File: src/rtl/vending_log_buffer_pkg.sv
// Shared types and helpers for the vending machine event logger.
// Operator codes, entry field layout and packing.
package vending_log_pkg;

   typedef enum logic [1:0] {
      OP_PURCHASE = 2'd0,
      OP_REFILL   = 2'd1,
      OP_FAULT    = 2'd2,
      OP_CLEAR    = 2'd3
   } op_e;

   typedef enum logic [2:0] {
      F_P4, F_P3, F_P2, F_P1, F_OP, F_TS, F_END
   } field_e;

   localparam int ENTRY_MAX = 64;
   localparam int TS_MAX    = 32;
   localparam int PARAM_MAX = 8;

   typedef logic [ENTRY_MAX-1:0] entry_raw_t;

   // LSB offset of each field; F_END yields the full entry width
   function automatic int field_off(field_e f, int ts_w, int param_w);
      int off;
      off = 0;
      case (f)
         F_P4:    off = 0;
         F_P3:    off = param_w;
         F_P2:    off = 2 * param_w;
         F_P1:    off = 3 * param_w;
         F_OP:    off = 3 * param_w + 1;
         F_TS:    off = 3 * param_w + 3;
         default: off = 3 * param_w + 3 + ts_w;
      endcase
      return off;
   endfunction

   function automatic entry_raw_t pack_entry(
      logic [TS_MAX-1:0]    ts,
      op_e                  op,
      logic                 p1,
      logic [PARAM_MAX-1:0] p2,
      logic [PARAM_MAX-1:0] p3,
      logic [PARAM_MAX-1:0] p4,
      int                   param_w
   );
      entry_raw_t e;
      e = '0;
      e |= entry_raw_t'(p4) << field_off(F_P4, TS_MAX, param_w);
      e |= entry_raw_t'(p3) << field_off(F_P3, TS_MAX, param_w);
      e |= entry_raw_t'(p2) << field_off(F_P2, TS_MAX, param_w);
      e |= entry_raw_t'(p1) << field_off(F_P1, TS_MAX, param_w);
      e |= entry_raw_t'(op) << field_off(F_OP, TS_MAX, param_w);
      e |= entry_raw_t'(ts) << field_off(F_TS, TS_MAX, param_w);
      return e;
   endfunction

   function automatic logic [7:0] sat_inc(logic [7:0] v);
      return (v == 8'hff) ? v : v + 8'd1;
   endfunction

endpackage

File: src/rtl/vending_log_buffer_if.sv
// Event-in / readout handshake bundle of the event logger.
// master = controller/maintenance side, slave = logger.
interface vending_log_buffer_if
   import vending_log_pkg::*;
#(
   parameter int PARAM_W = 4,
   parameter int TS_W    = 16
);
   localparam int ENTRY_W = field_off(F_END, TS_W, PARAM_W);

   logic               op_valid;
   logic [1:0]         operator;
   logic               param1;
   logic [PARAM_W-1:0] param2;
   logic [PARAM_W-1:0] param3;
   logic [PARAM_W-1:0] param4;
   logic               rd_req;
   logic               rd_valid;
   logic [ENTRY_W-1:0] rd_entry;
   logic               rd_empty_err;

   modport master (
      output op_valid, operator, param1, param2, param3, param4, rd_req,
      input  rd_valid, rd_entry, rd_empty_err
   );

   modport slave (
      input  op_valid, operator, param1, param2, param3, param4, rd_req,
      output rd_valid, rd_entry, rd_empty_err
   );

endinterface

File: src/rtl/vending_log_buffer_ring.sv
// Circular entry store: memory, read/write pointers, occupancy.
// drop advances the read pointer silently (oldest entry overwritten).
module log_ring_buffer #(
   parameter int DEPTH = 16,
   parameter int W     = 31
) (
   input  logic                     clock,
   input  logic                     reset,
   input  logic                     clr,
   input  logic                     push,
   input  logic                     pop,
   input  logic                     drop,
   input  logic [W-1:0]             wdata,
   output logic [W-1:0]             rdata,
   output logic [$clog2(DEPTH):0]   count,
   output logic                     full,
   output logic                     empty
);
   localparam int AW = $clog2(DEPTH);
   localparam int CW = AW + 1;

   logic [W-1:0]  mem [DEPTH];
   logic [AW-1:0] wptr;
   logic [AW-1:0] rptr;
   logic          adv;

   assign adv   = pop || drop;
   assign full  = (count == CW'(DEPTH));
   assign empty = (count == '0);

   always_ff @(posedge clock) begin
      if (push) mem[wptr] <= wdata;
   end

   always_ff @(posedge clock or posedge reset) begin
      if (reset) begin
         wptr  <= '0;
         rptr  <= '0;
         count <= '0;
         rdata <= '0;
      end else if (clr) begin
         wptr  <= '0;
         rptr  <= '0;
         count <= '0;
      end else begin
         if (push) wptr <= wptr + AW'(1);
         if (adv)  rptr <= rptr + AW'(1);
         if (pop)  rdata <= mem[rptr];
         if (push && !adv)
            count <= count + CW'(1);
         else if (!push && adv)
            count <= count - CW'(1);
      end
   end

endmodule

File: src/rtl/vending_log_buffer.sv
// Timestamped event logger: op decode, full policy, event counters.
// Storage and occupancy live in log_ring_buffer.
module vending_log_buffer
   import vending_log_pkg::*;
#(
   parameter int DEPTH     = 16,
   parameter int PARAM_W   = 4,
   parameter int TS_W      = 16,
   parameter bit OVERWRITE = 1'b1
) (
   input  logic                   clock,
   input  logic                   reset,
   vending_log_buffer_if.slave    lb,
   output logic [$clog2(DEPTH):0] count,
   output logic                   full,
   output logic                   empty,
   output logic [7:0]             overflow_cnt,
   output logic [7:0]             ev_cnt_purchase,
   output logic [7:0]             ev_cnt_refill,
   output logic [7:0]             ev_cnt_fault
);
   localparam int ENTRY_W = field_off(F_END, TS_W, PARAM_W);

   logic [TS_W-1:0]      ts;
   logic                 is_clr;
   logic                 is_wr;
   logic                 wipe;
   logic                 rd_ok;
   logic                 rd_err;
   logic                 lost;
   logic                 push;
   logic                 drop;
   logic [TS_MAX-1:0]    ts_x;
   logic [PARAM_MAX-1:0] p2_x;
   logic [PARAM_MAX-1:0] p3_x;
   logic [PARAM_MAX-1:0] p4_x;
   entry_raw_t           raw;
   logic [ENTRY_W-1:0]   entry;
   logic                 unused_raw;

   always_comb begin
      ts_x = '0;
      p2_x = '0;
      p3_x = '0;
      p4_x = '0;
      ts_x[TS_W-1:0]    = ts;
      p2_x[PARAM_W-1:0] = lb.param2;
      p3_x[PARAM_W-1:0] = lb.param3;
      p4_x[PARAM_W-1:0] = lb.param4;
      raw = pack_entry(ts_x, op_e'(lb.operator), lb.param1,
                       p2_x, p3_x, p4_x, PARAM_W);
      entry = raw[ENTRY_W-1:0];
   end

   assign unused_raw = ^raw[ENTRY_MAX-1:ENTRY_W];

   // CLEAR outranks both the log write and any pop in the same cycle
   always_comb begin
      is_clr = lb.op_valid && (lb.operator == OP_CLEAR);
      is_wr  = lb.op_valid && !is_clr;
      wipe   = is_clr && lb.param1;
      rd_ok  = lb.rd_req && !empty && !is_clr;
      rd_err = lb.rd_req && empty && !is_clr;
      lost   = is_wr && full && !rd_ok;
      push   = is_wr && (!lost || OVERWRITE);
      drop   = lost && OVERWRITE;
   end

   log_ring_buffer #(
      .DEPTH (DEPTH),
      .W     (ENTRY_W)
   ) u_ring (
      .clock (clock),
      .reset (reset),
      .clr   (is_clr),
      .push  (push),
      .pop   (rd_ok),
      .drop  (drop),
      .wdata (entry),
      .rdata (lb.rd_entry),
      .count (count),
      .full  (full),
      .empty (empty)
   );

   always_ff @(posedge clock or posedge reset) begin
      if (reset) begin
         ts              <= '0;
         lb.rd_valid     <= 1'b0;
         lb.rd_empty_err <= 1'b0;
         overflow_cnt    <= '0;
         ev_cnt_purchase <= '0;
         ev_cnt_refill   <= '0;
         ev_cnt_fault    <= '0;
      end else begin
         ts              <= ts + TS_W'(1);
         lb.rd_valid     <= rd_ok;
         lb.rd_empty_err <= rd_err;
         if (wipe) begin
            overflow_cnt    <= '0;
            ev_cnt_purchase <= '0;
            ev_cnt_refill   <= '0;
            ev_cnt_fault    <= '0;
         end else begin
            if (lost) overflow_cnt <= sat_inc(overflow_cnt);
            if (is_wr) begin
               unique case (1'b1)
                  lb.operator == OP_PURCHASE:
                     ev_cnt_purchase <= sat_inc(ev_cnt_purchase);
                  lb.operator == OP_REFILL:
                     ev_cnt_refill <= sat_inc(ev_cnt_refill);
                  lb.operator == OP_FAULT:
                     ev_cnt_fault <= sat_inc(ev_cnt_fault);
               endcase
            end
         end
      end
   end

endmodule

File: src/flat_wrapper.sv
// flat-port wrapper written by rule: the top's interface ports become plain ports
module vending_log_buffer_flat import vending_log_pkg::*;
#(
   parameter int DEPTH     = 16,
   parameter int PARAM_W   = 4,
   parameter int TS_W      = 16,
   parameter bit OVERWRITE = 1'b1
)
  (clock, reset, count, full, empty, overflow_cnt, ev_cnt_purchase, ev_cnt_refill, ev_cnt_fault, lb_op_valid, lb_operator, lb_param1, lb_param2, lb_param3, lb_param4, lb_rd_req, lb_rd_valid, lb_rd_entry, lb_rd_empty_err);
  vending_log_buffer_if #(.PARAM_W(PARAM_W), .TS_W(TS_W)) lb_i ();
  input  logic clock;
  input  logic reset;
  output logic [$clog2(DEPTH):0] count;
  output logic full;
  output logic empty;
  output logic [7:0] overflow_cnt;
  output logic [7:0] ev_cnt_purchase;
  output logic [7:0] ev_cnt_refill;
  output logic [7:0] ev_cnt_fault;
  input wire logic [$bits(lb_i.op_valid)-1:0] lb_op_valid;
  input wire logic [$bits(lb_i.operator)-1:0] lb_operator;
  input wire logic [$bits(lb_i.param1)-1:0] lb_param1;
  input wire logic [$bits(lb_i.param2)-1:0] lb_param2;
  input wire logic [$bits(lb_i.param3)-1:0] lb_param3;
  input wire logic [$bits(lb_i.param4)-1:0] lb_param4;
  input wire logic [$bits(lb_i.rd_req)-1:0] lb_rd_req;
  output wire logic [$bits(lb_i.rd_valid)-1:0] lb_rd_valid;
  output wire logic [$bits(lb_i.rd_entry)-1:0] lb_rd_entry;
  output wire logic [$bits(lb_i.rd_empty_err)-1:0] lb_rd_empty_err;
  assign lb_i.op_valid = lb_op_valid;
  assign lb_i.operator = lb_operator;
  assign lb_i.param1 = lb_param1;
  assign lb_i.param2 = lb_param2;
  assign lb_i.param3 = lb_param3;
  assign lb_i.param4 = lb_param4;
  assign lb_i.rd_req = lb_rd_req;
  assign lb_rd_valid = lb_i.rd_valid;
  assign lb_rd_entry = lb_i.rd_entry;
  assign lb_rd_empty_err = lb_i.rd_empty_err;
  vending_log_buffer #(.DEPTH(DEPTH), .PARAM_W(PARAM_W), .TS_W(TS_W), .OVERWRITE(OVERWRITE)) u_core (.clock(clock), .reset(reset), .lb(lb_i), .count(count), .full(full), .empty(empty), .overflow_cnt(overflow_cnt), .ev_cnt_purchase(ev_cnt_purchase), .ev_cnt_refill(ev_cnt_refill), .ev_cnt_fault(ev_cnt_fault));
endmodule
File: config.mk
export PLATFORM = sky130hd
export DESIGN_NAME = vending_log_buffer_flat
export DESIGN_NICKNAME = d
export VERILOG_FILES = /design/src/rtl/vending_log_buffer_pkg.sv /design/src/rtl/vending_log_buffer_if.sv /design/src/rtl/vending_log_buffer_ring.sv /design/src/rtl/vending_log_buffer.sv /design/src/flat_wrapper.sv
export SDC_FILE = /design/constraint.sdc
export NUM_CORES = 1
export LEC_CHECK = 0
export CAP_MARGIN = 20
export CORE_UTILIZATION = 45
export CTS_CLUSTER_SIZE = 8
export DETAILED_ROUTE_END_ITERATION = 10
export DONT_BUFFER_PORTS = 1
export PLACE_DENSITY = 0.65
export RECOVER_POWER = 50
export SKIP_CTS_REPAIR_TIMING = 1
export SLEW_MARGIN = 20
export SYNTH_ARGS = -nofsm -noshare
export SYNTH_HDL_FRONTEND = slang
export SYNTH_SLANG_ARGS = --single-unit
File: constraint.sdc
create_clock -name clock -period 4.8 [get_ports clock]
set_input_delay 0.96 -clock clock [delete_from_list [all_inputs] [get_ports clock]]
set_output_delay 0.96 -clock clock [all_outputs]
set_load 0.01 [all_outputs]
==> key figures, run 1 <==
Clock network
  – CTS tree: built
  – H-tree depth: 3
  – CTS Buf Count: 83
  – Reg clk slew, reported paths: 50 ps
  – Root Buffer Master: clkbuf_16
  – CTS max path bufs: 3
  – Clk sink count: 590
  – Clk Latency, worst-skew pair: 610 ps

Floorplanning
  – Placeable Area: 0.0505 mm²
  – Starting Density: 45.8%
  – Rows: 82
  – I/O pin cnt: 91
  – Die ar.: 0.0523 mm²
  – Die W: 229 µm
  – Die Height: 229 µm

Yosys
  – Top cell type's share of synthesized area: 64.4%
  – Post-synth top cells: 496 x edfxtp_1, 138 x mux2i_1, 94 x dfrtp_1
  – EDFF count, synth: 496
  – Largest cells by area after synthesis: edfxtp_1 64%, dfrtp_1 10%, mux4_2 6.0%
  – Mapped Cells: 1318
  – Mean area per synthesized cell: 17.6 µm²
  – Yosys reg bits: 590
  – Sequential share of the synthesized area: 74.6%
  – Area of the mapped netlist: 0.0231 mm²
  – Syn Nets: 1353
  – Share of synthesized flip-flops with an asynchronous set or reset: 15.9%
  – Post-synthesis cell type count: 59
  – YS warnings: 0
  – Main synth FF type: edfxtp_1
  – Yosys top cell by area: edfxtp_1
  – Top-count cell post-synth: edfxtp_1

Worst setup path
  – Setup crit start: lb_op_valid
  – RR Endpoint: u_core.u_ring.count[4]$_DFFE_PP0P_
  – Setup crit end kind: register
  – CP required: 5070 ps
  – Crit path kind: input pin to register
  – Crit path DAT: 3720 ps
  – R2R Path Start: u_core.u_ring.count[1]$_DFFE_PP0P_
  – CP Max Fanout: 18
  – Worst setup SP type: input pin
  – Worst reg2reg setup slack: 1660 ps
  – R2R depth: 11

Min path
  – Hold path endpoint: u_core.u_ring.mem[10][10]$_DFFE_PP_
  – Hold WC Path Type: input pin to register
  – Hold Path Cell Cnt: 0
  – Hold wc startpoint: lb_param2[2]

Run status
  – Failing checks: capacitance limit, slew limit
  – Outcome: finished, violations left

Global route
  – Vias in the first global route: 12300
  – Initial antenna violation count: 0
  – All-layer global routing usage: 19.4%
  – First-pass GRT wire length: 75900 µm
  – Total gr overflow: 0
  – Pin count of the biggest net entering global routing: 86

STA
  – Final Cycle Share: 72.0%
  – Worst rel slew slack: -80.8%
  – Max-slew violations: 64
  – # setup viols final: 0
  – RSZ-0062 raised after global routing: false
  – Max Fclk: 289 MHz
  – Worst-margin pin slew: 2700 ps
  – Worst clock skew: 18.8 ps
  – Final Hold Vio Count: 0
  – Setup TNS: 0 ps
  – Tmin final: 3450 ps

Pwr
  – Total power: 14500 µW
  – Leakage Power: 0.00901 µW
  – Pwr Density: 547 mW/mm²
  – VDD IR max: 0.339 mV

Finish
  – Non-filler cells, final: 2100
  – Layout cells sized above 1: 14.9%
  – # diodes: 0
  – Area growth from synthesis to layout: 14.7%
  – Util after Layout: 52.5%
  – Final #Nets: 1399
  – Number of fill cells in the layout: 3999

Drt
  – DR WL/cell: 23.7 µm
  – ANT nets after route: 0
  – Vias per inst: 5.72
  – # DRC: 0
  – 1st-pass router iterations: 5
  – Drt total wl: 49900 µm
  – Drt initial violations: 947
  – Via count: 12000

Placed design
  – Count of input and output buffers: 0
  – Cell total after placement: 1945
  – Gpl congestion: 0.772
  – Estimated wirelength of the detail-placed design: 27200 µm

Run
  – Max_cap viols: 2
cells in the final DEF (no fill, tap or decap), types with 37 or more instances in the layout:
cell / count
a21oi_1: 40
clkbuf_1: 59
clkbuf_16: 85
dfrtp_1: 92
edfxtp_1: 496
mux2i_1: 138
mux4_2: 62
nand2_1: 40
nor2_1: 57
nor3_1: 37
o22ai_1: 62
layout make-up:
| type | instances | area [µm²] | share of cell area (%) |
|---|---|---|---|
| Inverter | 11 | 42.5 | 0.160 |
| Timing Repair Buffer | 31 | 342 | 1.29 |
| Tap cell | 672 | 841 | 3.17 |
| Clock buffer | 143 | 2340 | 8.84 |
| Multi-Input combinational cell | 647 | 5640 | 21.3 |
| Clock inverter | 6 | 58.8 | 0.222 |
| Sequential cell | 590 | 17300 | 65.1 |
flip-flops by register name, summed over array words and instances (netlist names):
signal and flops:
u_core.ev_cnt_purchase 8, u_core.ev_cnt_fault 8, u_core.ev_cnt_refill 8, u_core.lb.rd_empty_err 1
u_core.u_ring.rptr 4, u_core.ts 16, u_core.overflow_cnt 8, u_core.lb.rd_valid 1
u_core.u_ring.count 5, u_core.u_ring.wptr 4, u_core.u_ring.rdata 31, u_core.u_ring.mem 496
worst max-delay path, stage by stage:
cell and delay (ps):
a21boi_0 610, nand2_1 300, nor2_1 1320, buf_4 510
layer usage:
layer	up-vias	routed length [µm]	global-route usage (%)
li1	5368	-	-
met2	333	25100	32.4
met3	80	2760	3.97
met5	-	0	0
met1	6241	20800	25.0
met4	0	1230	7.38
cell families (layout without fill, tap and decap cells):
group	after synthesis	after routing	synth area share [%]
AOI/OAI and AO/OA	179	179	5.12
xor gates and xnor gates	26	26	0.984
adders and majority gates	16	16	0.898
buffers and inverters	81	191	1.61
DFF	590	590	74.6
muxes	200	200	12.0
and+or+nand+nor	226	226	4.83
metrics by stage:
step           area (µm²)  hold WS, ps  setup WS [ps]
6_report            26500          452           1350
5_1_grt             26500          428           1140
4_1_cts             26400          377           1700
3_5_place_dp        24000          586           1610
3_3_place_gp        24000          575           1710
2_1_floorplan       23100          539            504
worst max-delay path by stage:
stage	slack, ps	endpoint	cells after the start
finish	1350	u_core.u_ring.mem[12][20]$_DFFE_PP_	4
global route	1140	u_core.u_ring.mem[12][25]$_DFFE_PP_	4
CTS	1700	u_core.u_ring.count[4]$_DFFE_PP0P_	11
detailed placement	1610	u_core.u_ring.count[4]$_DFFE_PP0P_	10
global placement	1710	u_core.u_ring.count[4]$_DFFE_PP0P_	10
floorplan	500	u_core.u_ring.mem[8][0]$_DFFE_PP_	4
where the power goes:
group / internal, µW / switching (µW) / total, µW
logic: 1180 / 1480 / 2660
registers: 5920 / 554 / 6480
clock network: 3290 / 2070 / 5360
total: 10400 / 4110 / 14500
(Power assumes the default switching activity.)
==> run 2: changes to the inputs <==
--- a/config.mk
+++ b/config.mk
@@ -10,7 +10,7 @@
 export CTS_CLUSTER_SIZE = 8
 export DETAILED_ROUTE_END_ITERATION = 10
 export DONT_BUFFER_PORTS = 1
-export PLACE_DENSITY = 0.65
+export PLACE_DENSITY = 0.67
 export RECOVER_POWER = 50
 export SKIP_CTS_REPAIR_TIMING = 1
 export SLEW_MARGIN = 20
==> constraint.sdc (replaced) <==
create_clock -name clock -period 3.1 [get_ports clock]
set_input_delay 0.62 -clock clock [delete_from_list [all_inputs] [get_ports clock]]
set_output_delay 0.62 -clock clock [all_outputs]
set_load 0.01 [all_outputs]
==> run 2 against run 1 <==
The run ends with capacitance limit left; final cell count increased by 0.95%; non-clock buffer count increased by 18; highest routed layer unchanged; combinational power increased by 65%.
==> key figures, run 2 (same netlist as run 1, synthesis figures left out) <==
STA
  – Worst-margin pin slew: 1470 ps
  – Worst clock skew: 34.2 ps
  – Worst rel slew slack: 1.26%
  – Max-slew violations: 0
  – Final Hold Vio Count: 0
  – Tmin final: 2840 ps
  – RSZ-0062 raised after global routing: false
  – # setup viols final: 0
  – Max Fclk: 352 MHz
  – Final Cycle Share: 91.6%

Finish
  – Final #Nets: 1417
  – Number of fill cells in the layout: 3985
  – Final instance area: 0.0267 mm²
  – Most frequent cells in the layout: 496 x edfxtp_1, 138 x mux2i_1, 90 x dfrtp_1, 83 x clkbuf_16, 64 x clkbuf_1
  – Register with the most flip-flops: u_core.u_ring.mem
  – Commonest non-fill, non-tap cell in the layout: edfxtp_1
  – Top Registers: u_core.u_ring.mem x496, u_core.u_ring.rdata x31, u_core.ts x16
  – Layout cells sized above 1: 16.1%
  – Area growth from synthesis to layout: 15.4%
  – Max reg flops: 496
  – # diodes: 0

Placed design
  – Count of input and output buffers: 0
  – Placed cell areas: 0.0243 mm²
  – Estimated wirelength of the detail-placed design: 28300 µm
  – Gpl congestion: 0.774

Pwr
  – VDD IR max: 0.450 mV
  – Pwr Density: 847 mW/mm²
  – Leakage Power: 0.00909 µW
  – Total power: 22600 µW

Worst setup path
  – Setup crit end kind: register
  – Crit path kind: register to register
  – CP Max Fanout: 6
  – Worst setup SP type: register
  – CP required: 3620 ps
  – Crit path DAT: 3360 ps

Global route
  – Initial antenna violation count: 0
  – Vias in the first global route: 12500
  – Total gr overflow: 0
  – Pin count of the biggest net entering global routing: 59
  – First-pass GRT wire length: 77400 µm
  – All-layer global routing usage: 19.7%

Clock network
  – Clk sink count: 590
  – Clk Latency, worst-skew pair: 630 ps
  – CTS Buf Count: 83
  – H-tree depth: 3
  – Reg clk slew, reported paths: 50 ps
  – CTS tree: built
  – CTS max path bufs: 3
  – Root Buffer Master: clkbuf_16

Floorplanning
  – Die W: 229 µm
  – Rows: 82
  – I/O pin cnt: 91
  – Die ar.: 0.0523 mm²
  – Die Height: 229 µm
  – Placeable Area: 0.0505 mm²
  – Starting Density: 45.8%

Min path
  – Hold WC Path Type: input pin to register

Drt
  – DR WL/cell: 24.0 µm
  – ANT nets after route: 0
  – Vias per inst: 5.74
  – Drt total wl: 50800 µm
  – Via count: 12200
  – Drt initial violations: 1010
  – 1st-pass router iterations: 5
  – # DRC: 0

Run status
  – Failing checks: capacitance limit
  – Outcome: finished, violations left

Run
  – Max_cap viols: 1
## run 2: changes by cell type in the layout (fill, tap and decap cells not counted), moves of 2 or more
cell and change:
buf_12 +7, buf_16 -4, buf_4 +10, clkbuf_1 +5
clkbuf_16 -2, clkbuf_2 +3, clkinv_16 +3, clkinv_8 +3
dfrtp_1 -2, dfrtp_2 +2, inv_6 -3
## run 2: power breakdown
| group | switching, µW | internal, µW |
|---|---|---|
| Sequential | 705 | 9180 |
| Clock | 3300 | 5050 |
| Combinational | 2480 | 1910 |
## run 2: through the flow
step                      instances  hold WS (ps)  TNS [ps]  util [%]  worst slack, ps
after global routing           2120          65.3         0      52.9             92.0
final                          2120          91.1         0      52.9              262
after floorplan                1318           539    -73000         -             -856
after detailed placement       1968           530         0      48.1              285
after global placement         1968           528         0      48.1              280
after CTS                      2119          -148         0      52.9              256
## run 2: path summary, 6_finish.rpt
path / from / endpoint / slack, ps / cells past startpoint
max: u_core.u_ring.count[0]$_DFFE_PP0P_ / u_core.u_ring.count[4]$_DFFE_PP0P_ / 260 / 11
min: lb_param4[2] / u_core.u_ring.mem[5][2]$_DFFE_PP_ / 90 / 0
max reg2reg: u_core.u_ring.count[0]$_DFFE_PP0P_ / u_core.u_ring.count[4]$_DFFE_PP0P_ / 260 / 11
min reg2reg: u_core.u_ring.count[2]$_DFFE_PP0P_ / u_core.lb.rd_empty_err$_DFF_PP0_ / 590 / 2
max in group asynchronous: reset / u_core.u_ring.rptr[0]$_DFFE_PP0P_ / 890 / 3
min in group asynchronous: reset / u_core.u_ring.rdata[19]$_DFFE_PP0P_ / 790 / 2
## run 2: cell type report
cell class,count,area (µm²),area share (%)
timing repair buffer,49,464,1.74
inverter,11,42.5,0.159
clock buffer,144,2310,8.64
clock inverter,7,148,0.553
tap,672,841,3.15
multi-input combinational,647,5640,21.1
sequential,590,17300,64.6
## run 2: routing by layer
metal	global-route usage (%)	part of all wire [%]	routed length [µm]	up-vias
met3	4.34	6.5	3310	87
li1	-	-	-	5397
met5	0	0	0	-
met4	7.47	2.4	1210	0
met2	33.0	50	25600	378
met1	25.1	41	20700	6302
## run 2: worst max-delay path, cell delays in order (launching register included)
cell,delay [ps]
dfrtp_2,400
or4_4,570
o211ai_4,210
inv_2,50
nor2_1,100
ha_1,180
inv_2,80
fa_2,360
a21o_1,180
a21oi_1,180
mux2i_1,240
mux2i_1,200
==> run 3: changes to the inputs <==
==> constraint.sdc (replaced) <==
create_clock -name clock -period 3.1 [get_ports clock]
set_input_delay 0.62 -clock clock [delete_from_list [all_inputs] [get_ports clock]]
set_output_delay 0.62 -clock clock [all_outputs]
set_load 0.02 [all_outputs]
==> run 3 against run 2 <==
The run ends with capacitance limit, slew limit left; flip-flop and latch count unchanged; sequential share of layout area about the same; largest power group unchanged; largest cell class unchanged; via count up 0.42%; final cell count about the same; critical endpoint unchanged.
==> key figures, run 3 (same netlist as run 1, synthesis figures left out) <==
Pwr
  – Sw frac: 28.9%
  – Comb power frac: 20.0%
  – Clock share of power: 36.2%
  – VDD IR max: 0.588 mV
  – Sequential share of power: 43.8%
  – Switch Pwr: 6600 µW
  – Int Pwr: 16200 µW
  – Pwr Density: 854 mW/mm²
  – Leakage Power: 0.00910 µW

Finish
  – Most frequent cells in the layout: 496 x edfxtp_1, 138 x mux2i_1, 90 x dfrtp_1, 85 x clkbuf_16
  – # diodes: 0
  – Final #Nets: 1420
  – Max reg flops: 496
  – Register with the most flip-flops: u_core.u_ring.mem
  – Area growth from synthesis to layout: 15.5%
  – Number of fill cells in the layout: 3984
  – Layout cells sized above 1: 16.2%
  – Non-filler cells, final: 2119
  – Commonest non-fill, non-tap cell in the layout: edfxtp_1
  – Top Registers: u_core.u_ring.mem x496, u_core.u_ring.rdata x31, u_core.ts x16
  – Util after Layout: 52.9%

Min path
  – Hold WC Path Type: input pin to register

Run status
  – Failing checks: capacitance limit, slew limit
  – Outcome: finished, violations left

STA
  – Max-slew violations: 30
  – Tmin final: 2860 ps
  – RSZ-0062 raised after global routing: false
  – PnR worst setup slack: 242 ps
  – Max Fclk: 350 MHz
  – # setup viols final: 0
  – Final Cycle Share: 92.2%
  – Worst rel slew slack: -15.4%
  – Worst clock skew: 15.5 ps
  – Setup TNS: 0 ps
  – Final Hold Vio Count: 0
  – Worst-margin pin slew: 1720 ps

Global route
  – First-pass GRT wire length: 78100 µm
  – Vias in the first global route: 12500
  – Total gr overflow: 0
  – Initial antenna violation count: 0
  – Pin count of the biggest net entering global routing: 60
  – All-layer global routing usage: 19.9%

Drt
  – Vias per inst: 5.76
  – DR WL/cell: 24.1 µm
  – ANT nets after route: 0
  – # DRC: 0
  – Drt total wl: 51000 µm
  – Via count: 12200
  – Drt initial violations: 1030
  – 1st-pass router iterations: 5

Clock network
  – Clk Latency, worst-skew pair: 600 ps
  – CTS Buf Count: 83
  – Reg clk slew, reported paths: 50 ps
  – CTS max path bufs: 3
  – CTS tree: built
  – Clk sink count: 590
  – H-tree depth: 3
  – Root Buffer Master: clkbuf_16

Placed design
  – Gpl congestion: 0.781
  – Pre-CTS setup slack: 271 ps
  – Count of input and output buffers: 0
  – Estimated wirelength of the detail-placed design: 27500 µm
  – Cell total after placement: 1971

Floorplanning
  – Die Height: 229 µm
  – Rows: 82
  – Placeable Area: 0.0505 mm²
  – Die ar.: 0.0523 mm²
  – Starting Density: 45.8%
  – Die W: 229 µm
  – I/O pin cnt: 91

Worst setup path
  – Crit path DAT: 3380 ps
  – CP required: 3620 ps
  – Crit path kind: register to register
  – Worst setup SP type: register
  – Setup crit end kind: register
  – CP Max Fanout: 6

Run
  – Max_cap viols: 1
[run 3: cell count changes in the layout (fill, tap and decap cells not counted)]
| cell | before | now |
|---|---|---|
| and2_0 | 1 | 2 |
| inv_6 | 1 | 0 |
| clkbuf_1 | 64 | 61 |
| nor2_1 | 56 | 57 |
| clkbuf_8 | 0 | 1 |
| clkinv_8 | 3 | 4 |
| buf_4 | 33 | 34 |
| buf_12 | 9 | 12 |
| clkbuf_16 | 83 | 85 |
| and2_1 | 5 | 4 |
| clkbuf_2 | 3 | 1 |
| clkinv_16 | 3 | 0 |
| nor2_4 | 13 | 12 |
[run 3: per-stage QoR]
| step | total power, µW | hold WS [ps] | instance area (µm²) |
|---|---|---|---|
| after detailed placement | 14800 | 533 | 24300 |
| after global placement | 14700 | 516 | 24300 |
| after floorplan | 13300 | 571 | 23100 |
| after global routing | 23800 | 83.6 | 26700 |
| final | 22800 | 116 | 26700 |
| after CTS | 23100 | -80.8 | 26700 |
[run 3: final timing paths]
| path | slack [ps] | endpoint | from | depth (start not counted) |
|---|---|---|---|---|
| worst max-delay path | 240 | u_core.u_ring.count[4]$_DFFE_PP0P_ | u_core.u_ring.count[0]$_DFFE_PP0P_ | 11 |
| worst min-delay path | 120 | u_core.u_ring.mem[6][4]$_DFFE_PP_ | lb_param3[0] | 0 |
| worst max register to register | 240 | u_core.u_ring.count[4]$_DFFE_PP0P_ | u_core.u_ring.count[0]$_DFFE_PP0P_ | 11 |
| worst min register to register | 540 | u_core.ts[1]$_DFF_PP0_ | u_core.ts[0]$_DFF_PP0_ | 1 |
| max in group asynchronous | 870 | u_core.u_ring.rdata[10]$_DFFE_PP0P_ | reset | 3 |
| min in group asynchronous | 910 | u_core.u_ring.rptr[3]$_DFFE_PP0P_ | reset | 2 |
[run 3: layer usage]
layer,wire length [µm],vias to the layer above,global-route usage (%),share of wire [%]
met3,3560,78,4.33,7.0
met2,25100,416,32.2,49
met1,21300,6305,26.9,42
met5,0,-,0,0
met4,995,0,5.98,2.0
li1,-,5416,-,-
[run 3: final cells by class]
class	instances	area (µm²)	share of cell area, %
clock buffer	143	2350	8.81
multi-input combinational	647	5640	21.1
clock inverter	4	65.1	0.243
timing repair buffer	52	526	1.97
tap	672	841	3.15
sequential	590	17300	64.6
inverter	11	42.5	0.159
[run 3: critical path, cell delays in order, from the launching register on]
cell	delay (ps)
dfrtp_2	400
or4_4	570
o211ai_4	210
inv_2	60
nor2_1	100
ha_1	180
inv_2	80
fa_2	350
a21o_1	190
a21oi_1	170
mux2i_1	240
mux2i_1	190
[run 3: power by group through the flow]
stage	clock network [µW]	logic, µW	registers (µW)
floorplan	0	3360	9990
global placement	0	4540	10100
detailed placement	0	4610	10200
CTS	8430	4630	10000
global route	8780	4940	10100
finish	8260	4560	10000
==> variant (flow settings as in run 3) <==
`OVERWRITE` is set to 1'b1 in 2 places; all go to 1'b0.
--- a/src/rtl/vending_log_buffer.sv
+++ b/src/rtl/vending_log_buffer.sv
@@ -6,7 +6,7 @@
    parameter int DEPTH     = 16,
    parameter int PARAM_W   = 4,
    parameter int TS_W      = 16,
-   parameter bit OVERWRITE = 1'b1
+   parameter bit OVERWRITE = 1'b0
 ) (
    input  logic                   clock,
    input  logic                   reset,
--- a/src/flat_wrapper.sv
+++ b/src/flat_wrapper.sv
@@ -4,7 +4,7 @@
    parameter int DEPTH     = 16,
    parameter int PARAM_W   = 4,
    parameter int TS_W      = 16,
-   parameter bit OVERWRITE = 1'b1
+   parameter bit OVERWRITE = 1'b0
 )
   (clock, reset, count, full, empty, overflow_cnt, ev_cnt_purchase, ev_cnt_refill, ev_cnt_fault, lb_op_valid, lb_operator, lb_param1, lb_param2, lb_param3, lb_param4, lb_rd_req, lb_rd_valid, lb_rd_entry, lb_rd_empty_err);
   vending_log_buffer_if #(.PARAM_W(PARAM_W), .TS_W(TS_W)) lb_i ();
Check against the original RTL: same outputs for any inputs over 4 cycles, from zero or initial values and one cycle with reset high; that may be too few to reach the edited logic, so the function may still have changed.
==> variant against run 3 <==
The run still ends with max-capacitance violations, max-slew violations left; wire length down 5.0%; worst setup slack gained 0.018 ns; total power is 1.4% higher; sequential cell count unchanged; fmax increased by 0.63%; area after synthesis is 0.19% lower; design area barely moved; first-iteration DRC count decreased by 17%.
==> variant: results (changes against run 3) <==
Clock network:
- The clock slew at the register clock pins of the worst setup and hold paths is 0.05 ns (about the same).

Global route:
- The routing usage on met1 is 0.258 (-0.0108).
- The wire length of the first global-routing pass is 74500 um (-4.7%).
- The maximum number of pins on one net before global-route repair is 55 (-8.3%).
- The number of global-route vias before repair is 12000 (-4.3%).
- The total routing usage reported by global routing was 0.190 (-0.00818).

Power:
- The part of the power in the clock network is 0.353 (-0.009).
- The power per cell area was 866 nW/um2 (+1.4%).
- The internal power is 0.0166 W (+2.1%).
- The worst supply voltage drop on vdd is 0.492 mV (-16%).
- The static leakage was 8.97 nW (-1.5%).

Status:
- The checks that failed: max-capacitance violations, max-slew violations.
- The flow ran to the end, but the final reports show violations.

Critical path:
- The worst reg2reg path startpoint is u_core.u_ring.count[1].
- The slack of the worst reg-to-reg path was 0.26 ns (+0.02 ns).
- The cell type group with the largest total delay on the critical path is compound AO/OA/AOI/OAI gates.
- The depth of the worst register-to-register path is 10 (-1).
- The stage delay of the slowest cell on the critical path is 0.48 ns (-0.09 ns).
- The critical path data arrival time is 3.36 ns (-0.02 ns).
- The largest individual stage delay along the critical path comes from the cell sky130_fd_sc_hd__nor4_1.

Placement:
- The placed wire-length estimate is 27400 um (-0.35%).
- The total placed cells including tap cells came to 1844 (-6.4%).
- The worst slack at placement is 0.269 ns (-0.00188 ns).
- The post-placement cell area is 24400 um2 (+0.22%).

Hold path:
- The path with the worst hold slack has its endpoint at u_core.u_ring.mem[15][11].
- The start point of the worst hold path is lb_param2[3].

Timing:
- The remaining max-slew budget at the tightest pin came to -0.657 (-0.503).
- The worst hold margin was 0.108 ns (-0.00816 ns).
- The worst clock skew is 0.0160 ns (+0.000473 ns).
- The max-slew violation total from the final report came to 41 (+37%).

Detailed routing:
- The number of vias after detailed routing is 11400 (-6.4%).
- The sum of routed wire length over all layers came to 48500 um (-5.0%).
- The average wire length per cell after detail routing is 24.3 um (+1.0%).
- The number of DRC markers after the initial detailed-route iteration is 853 (-17%).

Synth:
- The share of synthesized area occupied by flip-flops and latches is 0.747 (+0.00145).
- The top-area cell type share of the netlist area is 0.645 (+0.00126).
- The number of different library cells in the post-synthesis netlist came to 50 (-15%).
- The count of yosys warnings during synthesis is 0 (unchanged).
- The mean post-synth cell area is 19.6 um2 (+12%).
- Counting instances in the post-synthesis netlist gives the leading cell types as 496 x sky130_fd_sc_hd__edfxtp_1, 124 x sky130_fd_sc_hd__mux4_2, 94 x sky130_fd_sc_hd__dfrtp_1.
- The post-synth net total is 1210 (-11%).

Run:
- The number of maximum-capacitance violations is 1 (unchanged).

Finish:
- The layout net count is 1292 (-9.0%).
- The share of post-route cells with drive strength above 1 is 0.219 (+0.0572).
-- variant: cell count changes in the layout (fill, tap and decap cells not counted), sizes merged, moves of 5 or more --
cell	delta
a21oi	-14
a22oi	-31
nand2	+16
and2	+8
or3	+6
or4	+5
o221ai	+31
mux2i	-68
nor2	-42
nor3	-35
inv	+9
mux4	+62
o22ai	-62
-- variant: routing by layer --
layer  share of wire  wire length, um  up-vias
met4           0.023             1130        0
met2            0.49            23800      306
met3           0.053             2570       84
met5               0                0        -
li1                -                -     4989
met1            0.43            20900     6056
-- variant: cells by family after synthesis --
logic type,share of synthesized area
AO/OA/AOI/OAI,0.0307
XOR/XNOR,0.00986
adder cells (fa/ha/maj),0.00900
buffers and inverters,0.0122
flip-flops,0.747
multiplexers,0.151
AND/OR/NAND/NOR,0.0398
-- variant: cell type report --
class	count	area, um2
clock buffers	141	2290
clock inverters	7	71.3
fillers	3863	23700
inverters	16	61.3
multi-input cells	514	5630
flip-flops and latches	590	17300
well taps	672	841
repair buffers	52	572
